$ cat src/rtl/rle_block_decoder.sv
// Rebuilds one 8x8 quantized block from (run, value)/EOB symbols in zigzag order
// and streams it out as 8 raster rows, column 0 in the most significant slice.
module rle_block_decoder #(
   parameter int COEF_W = 8
) (
   input  logic                  clk,
   input  logic                  reset,
   input  logic                  in_valid,
   output logic                  in_ready,
   input  logic [3:0]            in_run,
   input  logic [COEF_W-1:0]     in_val,
   input  logic                  in_eob,
   output logic                  out_valid,
   input  logic                  out_ready,
   output logic [2:0]            out_row,
   output logic [8*COEF_W-1:0]   out_data,
   output logic                  blk_done,
   output logic                  err_ovf
);

   typedef enum logic {FILL, DRAIN} state_t;

   state_t            state, state_next;
   logic [6:0]        k, k_next;
   logic [2:0]        r, r_next;
   logic [63:0]       mask, mask_next;
   logic [COEF_W-1:0] coef [64];
   logic [6:0]        pos;
   logic [5:0]        raster;
   logic              wr_en;
   logic              done_next, ovf_next;

   function automatic logic [5:0] zz2raster(input logic [5:0] z);
      zz2raster = 6'd0;
      case (z)
         6'd0:  zz2raster = 6'd0;   6'd1:  zz2raster = 6'd1;   6'd2:  zz2raster = 6'd8;   6'd3:  zz2raster = 6'd16;
         6'd4:  zz2raster = 6'd9;   6'd5:  zz2raster = 6'd2;   6'd6:  zz2raster = 6'd3;   6'd7:  zz2raster = 6'd10;
         6'd8:  zz2raster = 6'd17;  6'd9:  zz2raster = 6'd24;  6'd10: zz2raster = 6'd32;  6'd11: zz2raster = 6'd25;
         6'd12: zz2raster = 6'd18;  6'd13: zz2raster = 6'd11;  6'd14: zz2raster = 6'd4;   6'd15: zz2raster = 6'd5;
         6'd16: zz2raster = 6'd12;  6'd17: zz2raster = 6'd19;  6'd18: zz2raster = 6'd26;  6'd19: zz2raster = 6'd33;
         6'd20: zz2raster = 6'd40;  6'd21: zz2raster = 6'd48;  6'd22: zz2raster = 6'd41;  6'd23: zz2raster = 6'd34;
         6'd24: zz2raster = 6'd27;  6'd25: zz2raster = 6'd20;  6'd26: zz2raster = 6'd13;  6'd27: zz2raster = 6'd6;
         6'd28: zz2raster = 6'd7;   6'd29: zz2raster = 6'd14;  6'd30: zz2raster = 6'd21;  6'd31: zz2raster = 6'd28;
         6'd32: zz2raster = 6'd35;  6'd33: zz2raster = 6'd42;  6'd34: zz2raster = 6'd49;  6'd35: zz2raster = 6'd56;
         6'd36: zz2raster = 6'd57;  6'd37: zz2raster = 6'd50;  6'd38: zz2raster = 6'd43;  6'd39: zz2raster = 6'd36;
         6'd40: zz2raster = 6'd29;  6'd41: zz2raster = 6'd22;  6'd42: zz2raster = 6'd15;  6'd43: zz2raster = 6'd23;
         6'd44: zz2raster = 6'd30;  6'd45: zz2raster = 6'd37;  6'd46: zz2raster = 6'd44;  6'd47: zz2raster = 6'd51;
         6'd48: zz2raster = 6'd58;  6'd49: zz2raster = 6'd59;  6'd50: zz2raster = 6'd52;  6'd51: zz2raster = 6'd45;
         6'd52: zz2raster = 6'd38;  6'd53: zz2raster = 6'd31;  6'd54: zz2raster = 6'd39;  6'd55: zz2raster = 6'd46;
         6'd56: zz2raster = 6'd53;  6'd57: zz2raster = 6'd60;  6'd58: zz2raster = 6'd61;  6'd59: zz2raster = 6'd54;
         6'd60: zz2raster = 6'd47;  6'd61: zz2raster = 6'd55;  6'd62: zz2raster = 6'd62;  6'd63: zz2raster = 6'd63;
         default: zz2raster = 6'd0;
      endcase
   endfunction

   // k never exceeds 63 while filling, so k + 15 fits in 7 bits without wrapping.
   assign pos    = k + {3'b000, in_run};
   assign raster = zz2raster(pos[5:0]);

   always_comb begin
      state_next = state;
      k_next     = k;
      r_next     = r;
      mask_next  = mask;
      wr_en      = 1'b0;
      done_next  = 1'b0;
      ovf_next   = 1'b0;
      in_ready   = (state == FILL);
      out_valid  = (state == DRAIN);
      out_row    = r;
      case (state)
         FILL: begin
            if (in_valid) begin
               if (in_eob) begin
                  state_next = DRAIN;
               end else if (pos <= 7'd63) begin
                  wr_en             = 1'b1;
                  mask_next[raster] = 1'b1;
                  k_next            = pos + 7'd1;
                  if (pos == 7'd63) state_next = DRAIN;
               end else begin
                  ovf_next   = 1'b1;
                  state_next = DRAIN;
               end
            end
         end
         DRAIN: begin
            if (out_ready) begin
               if (r == 3'd7) begin
                  r_next     = 3'd0;
                  k_next     = 7'd0;
                  mask_next  = 64'd0;
                  done_next  = 1'b1;
                  state_next = FILL;
               end else begin
                  r_next = r + 3'd1;
               end
            end
         end
         default: state_next = FILL;
      endcase
   end

   always_ff @(posedge clk or negedge reset) begin
      if (!reset) begin
         state    <= FILL;
         k        <= 7'd0;
         r        <= 3'd0;
         mask     <= 64'd0;
         blk_done <= 1'b0;
         err_ovf  <= 1'b0;
      end else begin
         state    <= state_next;
         k        <= k_next;
         r        <= r_next;
         mask     <= mask_next;
         blk_done <= done_next;
         err_ovf  <= ovf_next;
      end
   end

   // The mask, not a clear pass, hides stale coefficients from the previous block.
   always_ff @(posedge clk) begin
      if (wr_en) coef[raster] <= in_val;
   end

   always_comb begin
      out_data = '0;
      for (int c = 0; c < 8; c++) begin
         if (mask[{r, 3'(c)}])
            out_data[(8-c)*COEF_W-1 -: COEF_W] = coef[{r, 3'(c)}];
      end
   end

endmodule

$ cat config.mk
export PLATFORM = sky130hd
export DESIGN_NAME = rle_block_decoder
export DESIGN_NICKNAME = d
export VERILOG_FILES = /design/src/rtl/rle_block_decoder.sv
export SDC_FILE = /design/constraint.sdc
export NUM_CORES = 1
export LEC_CHECK = 0
export ABC_AREA = 1
export ABC_CLOCK_PERIOD_IN_PS = 3200
export CORE_AREA = 5 5 325 327
export CTS_CLUSTER_SIZE = 24
export DETAILED_ROUTE_END_ITERATION = 10
export DIE_AREA = 0 0 330 332
export SYNTH_ARGS = -nofsm -noshare
export SYNTH_HDL_FRONTEND = slang
export SYNTH_SLANG_ARGS = --single-unit
$ cat constraint.sdc
create_clock -name clk -period 3.2 [get_ports clk]
set_input_delay 0.32 -clock clk [delete_from_list [all_inputs] [get_ports clk]]
set_output_delay 0.32 -clock clk [all_outputs]
set_load 0.02 [all_outputs]
==> results.ini, run 1 <==
[setup_path]
worstPathCellList = ha_2 -> fa_2 -> buf_6 -> ha_4 -> inv_4 -> nand2_1 -> nand2_1 -> inv_1 -> nand2_1 -> nand3_2 -> nand3_4 -> nand3_4 -> nor2_4 -> buf_6 -> nand3_4 -> inv_2 -> buf_12
critical_path_arrival_ps = 3490
critical_path.reg2reg.startpoint = k[0]
setup.worst_path.start_class = flip-flop
worst_setup_path_end_kind = flip-flop
maximum_fanout_along_the_worst_path = 8
rr_worst_depth = 17
critical_path_buf_inv_count = 6
worst_path_required_ps = 3520
crit_path_top_delay_cell = sky130_fd_sc_hd__fa_2
rr_endpoint = coef[7][4]
path_class = flip-flop to flip-flop
crit_cells = 17
regToRegSetupSlack_ps = 20
cp_top_family = adder cells
cp_slowest_stage_delay_ps = 600
worstSetupStartpoint = k[0]
timing.critical_path.to = coef[7][4]

[detailed_routing]
met3_wirelength_um = 3997
met2_length_um = 36420
vias_per_cell = 4.572
wire_per_inst_um = 18.37
detail_route.wirelength_um = 73570
route.top_layer_used = met4
drc = 0
drt-initial-drc-count = 1632
detailedRoute.firstPassIterationCount = 6
detailroute.via_count = 18311
route.antenna.remaining_nets = 0
wl_met1_um = 30950

[cts]
cts-root-buf = sky130_fd_sc_hd__clkbuf_16
clock_sinks = 589
clk_latency_ps = 610
cts_tree = yes
clock_buffer_count_from_cts = 58
number_of_h_tree_levels = 2
cts_max_path_buffers = 3
cts_clk_pin_slew_worst_paths_ps = 70

[floorplanning]
initial_core_util_pct = 24.67
placeableCoreArea_mm2 = 0.1026
core.rowCount = 118
die_x_um = 330
num_io_pins = 88
dieHeight_um = 332
die_area_mm2 = 0.1096

[timing]
tightest_slew_ps = 870.7
final.setup.worst_slack_ps = 23.45
final_setup_violating_endpoints = 0
final_min_period_over_clock_period_pct = 99.27
unrepaired_setup_endpoints_after_global_routing = yes
maximum_clock_rate_mhz = 314.8
drv_slew = 0
skew_ps = 21.39
max_slew_margin_vs_limit_pct = 41.95
final_hold_viol_count = 0
final_period_minus_worst_setup_slack_ps = 3177

[synth]
syn-num-nets = 2367
synth.ff_latch_count = 589
synth.avg_cell_area_um2 = 10.87
yosys_warnings = 0
synthCells = 2329
synth.yosys.seq_area_share_pct = 68.36
syn_area_mm2 = 0.02531
synth_cell_type_count = 33

[finish]
layout.cells.most_common_list = sky130_fd_sc_hd__edfxtp_1 (512), sky130_fd_sc_hd__nand2_1 (353), sky130_fd_sc_hd__o21ai_0 (288), sky130_fd_sc_hd__nor2_1 (274), sky130_fd_sc_hd__inv_1 (163)
layout_commonest_cell = sky130_fd_sc_hd__edfxtp_1
layout-area-overhead-vs-synth_pct = 31.02
final_nets = 2614
n_fill_cell = 10191
final_design_area_no_fill_mm2 = 0.03316
final_layout_size_suffix_gt1_share_pct = 22.67
antenna_cells_inserted = 0

[power]
peakVddDrop_mv = 0.7579
static-leakage-power_nw = 12.82
power_density_mw_per_mm2 = 983.6

[worst_hold_path]
holdCritPathClass = input pin to flip-flop
launch_point_of_the_worst_hold_path = in_val[4]

[grt]
first_global_vias = 17685
grt_max_degree = 68
grt_pass1_wl_um = 109900
grt_util_all_layers_pct = 12.78
grt_remaining_overflow = 0
grt_antenna_before_repair = 1

[place]
place.gp.congestion = 0.8361
pre_cts_ws_ps = -659.9
place_hpwl_um = 41730
port-buffer-count = 87
placed_area_mm2 = 0.02972

[job]
max-cap-violations = 0

[outcome]
run_status = finished, final reports clean

==> Yosys cell counts <==
library cell	number	area, µm²
sky130_fd_sc_hd__inv_1	226	848.3
sky130_fd_sc_hd__o21ai_0	292	1461
sky130_fd_sc_hd__xor2_1	1	8.760
sky130_fd_sc_hd__inv_4	2	12.51
sky130_fd_sc_hd__ha_1	20	250.2
sky130_fd_sc_hd__clkbuf_1	107	401.6
sky130_fd_sc_hd__o22ai_1	132	825.8
sky130_fd_sc_hd__a21oi_1	86	430.4
sky130_fd_sc_hd__a21oi_2	1	8.760
sky130_fd_sc_hd__fa_1	1	20.02
sky130_fd_sc_hd__nand2_2	13	81.33
sky130_fd_sc_hd__nand2_1	397	1490
sky130_fd_sc_hd__buf_1	7	26.28
sky130_fd_sc_hd__buf_4	5	37.54
sky130_fd_sc_hd__nand4_1	2	12.51
sky130_fd_sc_hd__nand3_4	2	35.03
sky130_fd_sc_hd__nor2_2	8	50.05
sky130_fd_sc_hd__inv_2	4	15.01
sky130_fd_sc_hd__a221oi_1	7	61.31
sky130_fd_sc_hd__clkinv_1	2	7.510
sky130_fd_sc_hd__xnor2_1	1	8.760
sky130_fd_sc_hd__nand2_4	3	33.78
sky130_fd_sc_hd__buf_6	4	45.04
sky130_fd_sc_hd__dfrtp_1	77	1927
sky130_fd_sc_hd__o21ai_1	1	5.000
sky130_fd_sc_hd__nor2_4	10	112.6
sky130_fd_sc_hd__edfxtp_1	512	15370
sky130_fd_sc_hd__or2_1	1	6.260
sky130_fd_sc_hd__nand3_2	5	50.05
sky130_fd_sc_hd__nor2_1	280	1051
sky130_fd_sc_hd__a31oi_1	9	56.30
sky130_fd_sc_hd__buf_2	6	30.03
sky130_fd_sc_hd__nand3_1	105	525.5
==> worst reg2reg max path, cell delays in order (launching register included) <==
cell and delay (ps):
sky130_fd_sc_hd__dfrtp_1 380, sky130_fd_sc_hd__ha_2 180, sky130_fd_sc_hd__fa_2 600, sky130_fd_sc_hd__buf_6 130
sky130_fd_sc_hd__ha_4 220, sky130_fd_sc_hd__inv_4 80, sky130_fd_sc_hd__nand2_1 80, sky130_fd_sc_hd__nand2_1 90
sky130_fd_sc_hd__inv_1 40, sky130_fd_sc_hd__nand2_1 70, sky130_fd_sc_hd__nand3_2 90, sky130_fd_sc_hd__nand3_4 150
sky130_fd_sc_hd__nand3_4 120, sky130_fd_sc_hd__nor2_4 220, sky130_fd_sc_hd__buf_6 170, sky130_fd_sc_hd__nand3_4 80
sky130_fd_sc_hd__inv_2 70, sky130_fd_sc_hd__buf_12 130
==> worst min path at each step <==
stage,slack (ps),depth (start not counted),to
after floorplan,20,0,blk_done
after global placement,460,1,out_valid
after detailed placement,460,1,out_valid
after CTS,220,2,coef[23][4]
after global routing,230,2,coef[23][4]
final,240,2,coef[23][4]
==> sequential cells by signal (all words and copies together), names as in the netlist <==
name	count
blk_done	1
coef	512
err_ovf	1
k	7
mask	64
out_row	3
out_valid	1
==> cell type report <==
type | instances | area, µm² | area share, %
sequential | 589 | 17310 | 52.20
multi-input combinational | 1378 | 7367 | 22.22
clock inverter | 37 | 354.1 | 1.068
inverter | 234 | 952.2 | 2.871
timing repair buffer | 313 | 3847 | 11.60
tap | 1380 | 1727 | 5.207
timing repair inverter | 2 | 17.52 | 0.05282
clock buffer | 72 | 1585 | 4.781
==> metal layers <==
metal / vias up / GRT usage (%)
met5: - / 0
met4: 0 / 3.663
met2: 598 / 22.00
met1: 9015 / 16.92
met3: 127 / 1.605
li1: 8571 / -
==> through the flow <==
stage	total power, mW	TNS [ps]	util [%]	hold WS [ps]	cells
global route	34.58	-20610	32.32	229.8	4005
finish	32.62	0	32.32	243.1	4005
global placement	23.35	-214540	28.97	457.4	3856
CTS	31.15	-427.2	31.42	222.1	3983
detailed placement	23.37	-238640	28.97	460.7	3856
floorplan	17.15	0	-	24.41	2329
==> cells by family (layout without fill, tap and decap cells) <==
family | count (synthesis) | count (layout) | synth area share [%]
simple gates | 826 | 827 | 13.62
buf+inv | 363 | 658 | 5.626
xor+xnor | 2 | 2 | 0.06922
flops | 589 | 589 | 68.36
compound gates | 528 | 528 | 11.26
fa+ha+maj | 21 | 21 | 1.068
==> power by group <==
group	total (mW)	switching (mW)	internal [mW]
registers	8.99	0.235	8.75
logic	16.7	10.6	6.11
clock network	6.88	2.94	3.94
==> what timing repair did <==
item	in CTS	in global routing
setup buffers	5	18
hold endpoints to repair	54	0
setup endpoints to repair	439	545
gates cloned	12	5
pin swaps	10	42
gates resized for setup	139	262
hold buffers	1	0
No activity file was read; power rests on OpenSTA's default activity.
==> run 2, diff against run 1 <==
--- a/config.mk
+++ b/config.mk
@@ -7,10 +7,10 @@
 export LEC_CHECK = 0
 export ABC_AREA = 1
 export ABC_CLOCK_PERIOD_IN_PS = 3200
-export CORE_AREA = 5 5 325 327
+export CORE_AREA = 5 5 417 255
 export CTS_CLUSTER_SIZE = 24
 export DETAILED_ROUTE_END_ITERATION = 10
-export DIE_AREA = 0 0 330 332
+export DIE_AREA = 0 0 422 260
 export SYNTH_ARGS = -nofsm -noshare
 export SYNTH_HDL_FRONTEND = slang
 export SYNTH_SLANG_ARGS = --single-unit
==> constraint.sdc (replaced) <==
create_clock -name clk -period 3.2 [get_ports clk]
set_input_delay 0.64 -clock clk [delete_from_list [all_inputs] [get_ports clk]]
set_output_delay 0.64 -clock clk [all_outputs]
set_load 0.02 [all_outputs]
==> run 2 against run 1 <==
Against the previous run: the run now ends with negative setup slack left; wire length rose by 5.2%; register-to-register slack got worse by 40 ps; clock skew rose by 5.6 ps; via count rose by 3.4%; critical path depth rose by 1; final area rose by 4.8%; sequential power fell by 0.4%.
==> results.ini, run 2 (synthesis gave the netlist of run 1 again) <==
[place]
port-buffer-count = 87
place.gp.congestion = 0.8582
pre_cts_ws_ps = -901.9
placed_area_mm2 = 0.02953
place_hpwl_um = 44620

[timing]
final_period_minus_worst_setup_slack_ps = 3238
max_slew_margin_vs_limit_pct = 40.82
skew_ps = 27.04
final_hold_viol_count = 0
final_setup_violating_endpoints = 21
tightest_slew_ps = 887.7
final.setup.worst_slack_ps = -37.82
maximum_clock_rate_mhz = 308.9
unrepaired_setup_endpoints_after_global_routing = yes
final_min_period_over_clock_period_pct = 101.2
drv_slew = 0

[cts]
cts_clk_pin_slew_worst_paths_ps = 70
cts_tree = yes
clock_sinks = 589
post_cts_hold_buffer_count = 0
cts-root-buf = sky130_fd_sc_hd__clkbuf_16
cts_max_path_buffers = 3
number_of_h_tree_levels = 2
clk_latency_ps = 610
clock_buffer_count_from_cts = 51

[setup_path]
worst_setup_path_end_kind = flip-flop
path_class = input pin to flip-flop
critical_path_buf_inv_count = 6
worstSetupStartpoint = in_run[1]
worstPathCellList = clkdlybuf4s50_1 -> fa_2 -> buf_12 -> ha_4 -> nand3_4 -> o21ai_2 -> nand2_1 -> nand3_2 -> nand2_2 -> nand2_4 -> nand2_4 -> buf_6 -> nor2_4 -> buf_6 -> nand2_8 -> buf_12 -> nor2_4 -> clkbuf_16
setup.worst_path.start_class = input pin
critical_path.reg2reg.startpoint = k[0]
cp_slowest_stage_delay_ps = 520
maximum_fanout_along_the_worst_path = 5
worst_path_required_ps = 3520
crit_path_top_delay_cell = sky130_fd_sc_hd__clkdlybuf4s50_1
cp_top_family = buffers and inverters
critical_path_arrival_ps = 3550

[detailed_routing]
detailedRoute.firstPassIterationCount = 6
drc = 0
drt-initial-drc-count = 2036
vias_per_cell = 4.685
detailroute.via_count = 18933
wire_per_inst_um = 19.15
detail_route.wirelength_um = 77370
route.antenna.remaining_nets = 0

[floorplanning]
num_io_pins = 88
placeableCoreArea_mm2 = 0.1019
dieHeight_um = 260
core.rowCount = 91
die_area_mm2 = 0.1097
initial_core_util_pct = 24.84
die_x_um = 422

[grt]
grt_max_degree = 68
grt_antenna_before_repair = 2
grt_util_all_layers_pct = 13.05
grt_remaining_overflow = 0
grt_pass1_wl_um = 112600
first_global_vias = 17709

[worst_hold_path]
holdCritPathClass = input pin to asynchronous set/reset pin

[finish]
largest_reg_flops = 512
layout-area-overhead-vs-synth_pct = 37.34
final_nets = 2688
final_design_area_no_fill_mm2 = 0.03476
layout_commonest_cell = sky130_fd_sc_hd__edfxtp_1
registers_with_the_most_flip_flops = coef: 512 flops, mask: 64 flops, k: 7 flops
layout.cells.most_common_list = sky130_fd_sc_hd__edfxtp_1 (512), sky130_fd_sc_hd__nand2_1 (301), sky130_fd_sc_hd__nor2_1 (267), sky130_fd_sc_hd__o21ai_0 (238), sky130_fd_sc_hd__buf_4 (169)
largest_register = coef
antenna_cells_inserted = 0
final_layout_size_suffix_gt1_share_pct = 31.30

[outcome]
run_status = finished with violations
failed_checks = negative setup slack

[job]
max-cap-violations = 0

[power]
static-leakage-power_nw = 13.33
power_density_mw_per_mm2 = 1046
peakVddDrop_mv = 0.7330

run 2: cell count changes in the layout (fill, tap and decap cells not counted), sizes merged, moves of 5 or more:
cell / previous run / this run
clkinvlp: 8 / 1
clkinv: 22 / 38
clkbuf: 97 / 86
clkdlybuf4s15: 8 / 0
bufbuf: 7 / 2
inv: 238 / 219
dlygate4sd2: 31 / 1
buf: 223 / 362
run 2: worst register-to-register path, cell delays in order (launching register included):
cell and delay, ps:
sky130_fd_sc_hd__dfrtp_1 390, sky130_fd_sc_hd__ha_2 190, sky130_fd_sc_hd__fa_2 550, sky130_fd_sc_hd__buf_12 150, sky130_fd_sc_hd__ha_4 150, sky130_fd_sc_hd__inv_2 40, sky130_fd_sc_hd__buf_6 110, sky130_fd_sc_hd__nor2_4 80
sky130_fd_sc_hd__buf_6 110, sky130_fd_sc_hd__nand2_4 60, sky130_fd_sc_hd__nand3_4 80, sky130_fd_sc_hd__nand3_4 120, sky130_fd_sc_hd__nor2_4 190, sky130_fd_sc_hd__buf_12 130, sky130_fd_sc_hd__buf_12 110, sky130_fd_sc_hd__nand2_8 60
sky130_fd_sc_hd__buf_12 120, sky130_fd_sc_hd__nor2_4 150, sky130_fd_sc_hd__clkbuf_16 160
run 2: per-layer routing:
layer | GRT usage, % | part of all wire (%) | up-vias
met4 | 1.880 | 1.2 | 0
met1 | 20.96 | 48 | 9239
met3 | 2.699 | 9.5 | 79
li1 | - | - | 8715
met5 | 0 | 0 | -
met2 | 18.08 | 41 | 900
run 2: through the flow:
| step | util [%] | total power, mW | hold slack [ps] | TNS (ps) | instances |
|---|---|---|---|---|---|
| global placement | 28.98 | 23.76 | 472.0 | -443440 | 3822 |
| detailed placement | 28.98 | 23.80 | 487.7 | -454140 | 3822 |
| global route | 34.11 | 38.37 | 82.44 | -25010 | 4041 |
| floorplan | - | 17.16 | 344.4 | -633.7 | 2329 |
| CTS | 32.16 | 32.62 | 53.45 | -1136 | 3978 |
| finish | 34.11 | 36.35 | 61.82 | -321.1 | 4041 |
run 2: worst paths after layout:
check	end	slack, ps	cells past startpoint
hold / removal	out_valid	60	1
setup reg to reg	coef[55][0]	-20	18
max in group asynchronous	mask[54]	2440	2
setup / recovery	coef[55][0]	-40	18
min in group clk	coef[19][3]	380	1
hold reg to reg	mask[31]	500	2
run 2: repair_timing:
item,CTS,global route
gates cloned,11,21
setup buffers,49,54
setup endpoints to repair,586,594
gates resized for setup,526,460
pin swaps,36,117
run 2: area by class of cell:
| type | instances | area, µm² |
|---|---|---|
| inverter | 234 | 1111 |
| clock buffer | 68 | 1381 |
| fill | 9836 | 67140 |
| sequential | 589 | 17310 |
| multi-input combinational | 1377 | 8082 |
| clock inverter | 28 | 285.3 |
| timing repair inverter | 1 | 11.26 |
| timing repair buffer | 396 | 4893 |
| tap | 1348 | 1687 |
run 2: power by group:
part           total, mW  leakage, nW  switching (mW)  internal, mW
combinational       21.0         6.89            12.3          8.73
clock               6.37        0.818            2.91          3.46
sequential          8.95         5.62           0.202          8.75
total               36.4         13.3            15.4          20.9
